File: config.mk
export PLATFORM = sky130hd
export DESIGN_NAME = rv_bram_fifo
export DESIGN_NICKNAME = d
export VERILOG_FILES = /design/src/rtl/rv_bram_fifo.sv
export SDC_FILE = /design/constraint.sdc
export NUM_CORES = 1
export LEC_CHECK = 0
export CELL_PAD_IN_SITES_DETAIL_PLACEMENT = 0
export CELL_PAD_IN_SITES_GLOBAL_PLACEMENT = 1
export CORE_UTILIZATION = 26
export DETAILED_ROUTE_END_ITERATION = 6
export PLACE_DENSITY_LB_ADDON = 0.08
export RECOVER_POWER = 25
export SETUP_SLACK_MARGIN = 0.05
export SLEW_MARGIN = 20
export SYNTH_ARGS = -nofsm -noshare
export SYNTH_HDL_FRONTEND = slang
export SYNTH_SLANG_ARGS = --single-unit
export TNS_END_PERCENT = 20
File: constraint.sdc
create_clock -name clk -period 3.7 [get_ports clk]
set_input_delay 0.925 -clock clk [delete_from_list [all_inputs] [get_ports clk]]
set_output_delay 0.925 -clock clk [all_outputs]
set_load 0.05 [all_outputs]
File: src/rtl/rv_bram_fifo.sv
// rv_bram_fifo: ready/valid FIFO backed by an external registered-read dual-port RAM.
// The RAM output register acts as the head slot, so capacity is DEPTH+1.
module rv_bram_fifo #(
    parameter int WIDTH = 32,
    parameter int DEPTH = 1024
) (
    input  logic                         clk,
    input  logic                         rst_n,
    input  logic                         flush,
    input  logic                         s_valid,
    output logic                         s_ready,
    input  logic [WIDTH-1:0]             s_data,
    output logic                         m_valid,
    input  logic                         m_ready,
    output logic [WIDTH-1:0]             m_data,
    output logic [$clog2(DEPTH+2)-1:0]   count,
    output logic                         ram_wena,
    output logic [$clog2(DEPTH)-1:0]     ram_addra,
    output logic [WIDTH-1:0]             ram_dina,
    output logic                         ram_renb,
    output logic [$clog2(DEPTH)-1:0]     ram_addrb,
    input  logic [WIDTH-1:0]             ram_doutb
);
    localparam int AW = $clog2(DEPTH);
    localparam int CW = $clog2(DEPTH + 2);
    localparam logic [CW-1:0] FULL = CW'(DEPTH);

    logic [AW-1:0] wr_ptr, rd_ptr;
    logic [CW-1:0] ram_cnt;
    logic          push, pop, ren;

    // A read is issued only when the head slot is free or being consumed this cycle.
    always_comb begin
        s_ready   = (ram_cnt < FULL) && !flush;
        push      = s_valid && s_ready;
        ren       = (ram_cnt != '0) && (!m_valid || m_ready) && !flush;
        pop       = m_valid && m_ready;
        ram_wena  = push;
        ram_addra = wr_ptr;
        ram_dina  = s_data;
        ram_renb  = ren;
        ram_addrb = rd_ptr;
        m_data    = ram_doutb;
        count     = ram_cnt + CW'(m_valid);
    end

    always_ff @(posedge clk or negedge rst_n) begin
        if (!rst_n) begin
            wr_ptr  <= '0;
            rd_ptr  <= '0;
            ram_cnt <= '0;
            m_valid <= 1'b0;
        end else if (flush) begin
            wr_ptr  <= '0;
            rd_ptr  <= '0;
            ram_cnt <= '0;
            m_valid <= 1'b0;
        end else begin
            if (push) wr_ptr <= wr_ptr + 1'b1;
            if (ren) rd_ptr <= rd_ptr + 1'b1;
            if (push && !ren) ram_cnt <= ram_cnt + 1'b1;
            else if (ren && !push) ram_cnt <= ram_cnt - 1'b1;
            if (ren) m_valid <= 1'b1;
            else if (pop) m_valid <= 1'b0;
        end
    end
endmodule

[After elaboration in Yosys (flattened, before gate mapping)]
Index checks and enable logic that the tools add are counted.
Word-level totals
  register bits after elaboration: 32
  input bits: 69
  output and inout bits: 99
  word-level logic and storage cells: 37
Cells by class
  $add $sub $neg: 5
  magnitude comparators: 1
  mux-type cells: 10
  reduce and logical (&&, ||, !) cells: 17
Operators with widths (number)
  $mux 10: 4
  $mux 11: 3
  $add 10x1->10 const B: 2
  $add 11x1->11: 1
  $add 11x1->11 const B: 1
  $lt 11x11->1 const B: 1
  $reduce_bool 11->1: 1
  $sub 11x1->11 const B: 1
  $logic_and 1x1->1: 7
  $reduce_bool 3->1: 2
  $logic_not 1->1: 4
  $reduce_bool 2->1: 2
  $mux 1: 3
  $logic_or 1x1->1: 1

[Depth between registers and ports, before layout]
Gate-level depths: netlist (run 1).
  depth in word-level cells: 8
  depth in mapped cells: 10
  mapped depth without buffers: 9

[Least setup slack after synthesis (run 1)]
No wires, ideal clock.
  kind: input port to flip-flop
  from: input port s_valid
  to: register ram_cnt[10]
  library setup time: 0.082 ns
  arrival time: 4.152 ns
  data required time: 3.618 ns
  setup slack: -0.533 ns
  stages: 9
  buffers on the path: 0
  path through: or2b_2 -> nor2_1 -> nand2_1 -> fa_1 -> a21oi_1 -> o211ai_1 -> a311o_1 -> or4_1 -> a31oi_1
On the way
  cells in the longest elaborated chain, start to end: 4
  elaborated cells between the ends (all ways): 7
  classes of those cells: mux (2); reduce/logical (5)
RTL lines
  start: declaration: RTL line 10  | input logic s_valid,
  $logic_and 1x1->1 (*): RTL line 35  | push = s_valid && s_ready;
  named net ram_wena: RTL line 17  | output logic ram_wena,
  $logic_and 1x1->1 / $logic_not 1->1 (equally long branches): RTL line 61, 62
  $mux 11 / $logic_and 1x1->1 (equally long branches): RTL line 61, 62
  $mux 11 / $reduce_bool 3->1 (equally long branches)
  end signal: assignment: RTL line 61  | if (push && !ren) ram_cnt <= ram_cnt + 1'b1;
  end signal: assignment: RTL line 62  | else if (ren && !push) ram_cnt <= ram_cnt - 1'b1;
  end: declaration: RTL line 29  | logic [CW-1:0] ram_cnt;
The timed path passes the listed nets; every way through them passes the cells marked *.
A chain may end at the register's enable or synchronous reset.

[Final worst setup path (run 1)]
  from: input port s_valid
  to: register ram_cnt[10]
On the way
  cells in the longest elaborated chain, start to end: 4
  elaborated cells between the ends (all ways): 7
  classes of those cells: mux (2); reduce/logical (5)
RTL lines (RTL line)
  $logic_and 1x1->1 (*): 35
  $logic_and 1x1->1 / $logic_not 1->1 (equally long branches): 61, 62
  $mux 11 / $logic_and 1x1->1 (equally long branches): 61, 62
  $mux 11 / $reduce_bool 3->1 (equally long branches)
Mark *: on every way between the ends. The rest lies on a longest branch, timed or not.

==> flow_metrics.env, run 1 <==
export IMPL_finalMaxSlewViolations=33
export IMPL_synth_main_ff_cell="dfrtp_1"
export IMPL_fin_crit_ns=3.40
export IMPL_grt_pass1_vias=1956
export IMPL_num_fill_cells=1062
export IMPL_cp_slowest_cell="clkdlybuf4s50_1"
export IMPL_end_kind="flip-flop"
export IMPL_ys_ff_latch=32
export IMPL_routed_via_density=4.46
export IMPL_clkTransAtPathRegs_ns=0.07
export IMPL_fp_dieH_um=103
export IMPL_synth_seq_area_share_pct=30.4
export IMPL_num_vias=1876
export IMPL_cts_sinks=32
export IMPL_rows=36
export IMPL_drt_pass1_iterations=4
export IMPL_drive_gt1_share_pct=13.2
export IMPL_multi_input_area_um2=1300
export IMPL_antenna_left=0
export IMPL_hp_class="reg -> reg"
export IMPL_pin_count=168
export IMPL_avgRoutedWirePerCell_um=14.4
export IMPL_grt_setup_unrepaired="false"
export IMPL_syn_nets=376
export IMPL_p_per_area_nw_per_um2=743
export IMPL_fp_dieW_um=103
export IMPL_wl_um=6060
export IMPL_place_ws_ns=-0.00123
export IMPL_worst_slack_ns=0.298
export IMPL_insertedDiodeCount=0
export IMPL_post_route_util_pct=29.9
export IMPL_yosysUniqueCellTypes=48
export IMPL_cts_hold_buf=0
export IMPL_register_area_um2=801
export IMPL_final_nets=371
export IMPL_overflow=0
export IMPL_cp_cell_sequence="clkdlybuf4s50_1 > or2b_2 > nor2_4 > nand2_2 > buf_4 > ha_1 > a21oi_1 > a21boi_0 > a311o_1 > or4_1 > a31oi_1"
export IMPL_max_slew_worst_pin_slew_ns=1.85
export IMPL_drv_cap=1
export IMPL_status="finished, violations left"
export IMPL_die_area_um2=10500
export IMPL_coreArea_um2=9770
export IMPL_drt_iter0_markers=31
export IMPL_relSlewSlack_pct=-23.3
export IMPL_syn_inst=292
export IMPL_gr_usage_all_layers_pct=12.8
export IMPL_setup_worst_path_start="s_valid"
export IMPL_grt_start_max_net_pins=35
export IMPL_gp_congestion=0.758
export IMPL_critPathMaxFanout=6
export IMPL_worstSetupPathType="in -> reg"
export IMPL_hold_start="ram_addra[9]$_DFFE_PN0P_"
export IMPL_critPathArrivalTime_ns=3.61
export IMPL_dp_final_hpwl_um=4420
export IMPL_p_leak_nw=1.20
export IMPL_clk_latency_ns=0.28
export IMPL_timing_rr_start="ram_cnt[10]$_DFFE_PN0P_"
export IMPL_syn_cell_area_um2=2630
export IMPL_fin_worst_skew_ns=0.00382
export IMPL_peakVddDrop_mv=0.212
export IMPL_synth_enable_flop_cells=0
export IMPL_cts_buffers=5
export IMPL_cts_root_buf="clkbuf_8"
export IMPL_setup_viol=0
export IMPL_cp_slowest_stage_delay_ns=0.49
export IMPL_antenna_found_initial=0
export IMPL_drc=0
export IMPL_initial_utilization_pct=26.9
export IMPL_numPortBuffers=39
export IMPL_max_freq_mhz=294
export IMPL_postSynth_asyncResetShare_pct=100
export IMPL_avgSynthCellArea_um2=9.02
export IMPL_cts_resized=0
export IMPL_yosysWarnings=0
export IMPL_violations="max-capacitance violations, max-slew violations"
export IMPL_area_growth_pct=11.1
export IMPL_grt_pass1_wl_um=10200
export IMPL_period_share_pct=91.9
export IMPL_cts_tree="done"
export IMPL_required_ns=3.91
export IMPL_hold_violations=0
export IMPL_start_kind="input port"
export IMPL_clock_path_buffers=2
export IMPL_h_tree_depth=2
export IMPL_cts_setup_buffers=0
## cells in the mapped netlist (2+ instances only)
cell type	count	area, um^2
nor2_1	28	105
xor2_1	12	105
ha_1	14	175
mux2i_1	6	60.1
a211oi_2	2	25.0
clkbuf_1	2	7.51
o211ai_1	2	15.0
o21ai_0	9	45.0
xnor2_1	17	149
a31oi_1	2	12.5
or3_1	3	18.8
a21oi_1	13	65.1
inv_1	3	11.3
buf_4	64	480
dfrtp_1	32	801
nor4_1	2	12.5
nand4_1	7	43.8
nor4_2	2	25.0
nand2_1	20	75.1
nor3_1	5	25.0
nand3_1	16	80.1
and3_1	5	31.3
## sequential cells by signal, indices dropped and copies added (netlist names)
| name | count |
|---|---|
| m_valid | 1 |
| ram_addra | 10 |
| ram_addrb | 10 |
| ram_cnt | 11 |
## final cells by class
type | instances | share of cell area [%]
Sequential cell | 32 | 27.4
Tap cell | 133 | 5.69
Clock buffer | 8 | 3.08
Multi-Input combinational cell | 187 | 44.4
Timing Repair Buffer | 58 | 19.1
Inverter | 3 | 0.385
## critical path, delay by kind of cell
family	cells	cell delay [ns]
AOI/OAI and AO/OA	4	0.75
buffers and inverters	2	0.67
adders and majority gates	1	0.32
and+or+nand+nor	4	0.94
## per-stage QoR
step / instance area (um^2) / total power, mW / TNS, ns / std cells / hold WS, ns
6_report: 2930 / 2.17 / 0 / 421 / 0.497
3_3_place_gp: 2840 / 1.92 / 0 / 413 / 0.486
4_1_cts: 2930 / 2.21 / 0 / 421 / 0.504
5_1_grt: 2930 / 2.36 / 0 / 421 / 0.545
2_1_floorplan: 2640 / 1.65 / 0 / 292 / 0.596
3_5_place_dp: 2840 / 1.90 / -0.00123 / 413 / 0.494
## final timing paths
kind,end,slack (ns),cells after the start
max in group asynchronous,ram_addra[5]$_DFFE_PN0P_,0.95,2
max reg2reg,ram_cnt[10]$_DFFE_PN0P_,0.50,10
max,ram_cnt[10]$_DFFE_PN0P_,0.30,11
min in group asynchronous,ram_cnt[0]$_DFFE_PN0P_,1.69,2
min reg2reg,ram_addra[9]$_DFFE_PN0P_,0.50,1
min,ram_addra[9]$_DFFE_PN0P_,0.50,1
## metal layers
metal | GRT usage (%) | wire [um] | part of all wire, % | vias up
li1 | - | - | - | 932
met5 | 0 | 0 | 0 | -
met1 | 16.2 | 2970 | 49 | 884
met4 | 4.40 | 51 | 0.84 | 0
met2 | 20.9 | 2760 | 45 | 46
met3 | 3.46 | 288 | 4.8 | 14
## layout by cell type, fill, tap and decap left out, drive strengths merged, types with 2 or more instances in the layout
| cell | instances |
|---|---|
| clkdlybuf4s50 | 35 |
| dfrtp | 32 |
| nor2 | 28 |
| buf | 21 |
| nand2 | 20 |
| xnor2 | 18 |
| nand3 | 16 |
| ha | 14 |
| a21oi | 13 |
| xor2 | 12 |
| o21ai | 9 |
| clkbuf | 9 |
| nand4 | 7 |
| mux2i | 6 |
| and3 | 5 |
| nor3 | 5 |
| nor4 | 4 |
| inv | 3 |
| or3 | 3 |
| a31oi | 3 |
| a211oi | 3 |
| o211ai | 2 |
## report_power, final
part	switching [mW]	internal, mW
combinational	0.781	0.579
sequential	0.114	0.412
clock	0.135	0.152
## logic make-up after synthesis
logic type               share of synthesized area [%]
buffers and inverters                             20.7
AO/OA/AOI/OAI                                     10.1
AND/OR/NAND/NOR                                   18.5
XOR/XNOR                                          10.7
adder cells (fa/ha/maj)                           7.41
flip-flops                                        30.4
multiplexers                                      2.28
No activity file was read; power rests on OpenSTA's default activity.
==> run 2, diff against run 1 <==
--- a/config.mk
+++ b/config.mk
@@ -8,6 +8,8 @@
 export CELL_PAD_IN_SITES_DETAIL_PLACEMENT = 0
 export CELL_PAD_IN_SITES_GLOBAL_PLACEMENT = 1
 export CORE_UTILIZATION = 26
+export CTS_CLUSTER_DIAMETER = 200
+export CTS_CLUSTER_SIZE = 24
 export DETAILED_ROUTE_END_ITERATION = 6
 export PLACE_DENSITY_LB_ADDON = 0.08
 export RECOVER_POWER = 25
==> results of run 2 <==
No change in the layout: final DEF, timing and power equal those of run 1.
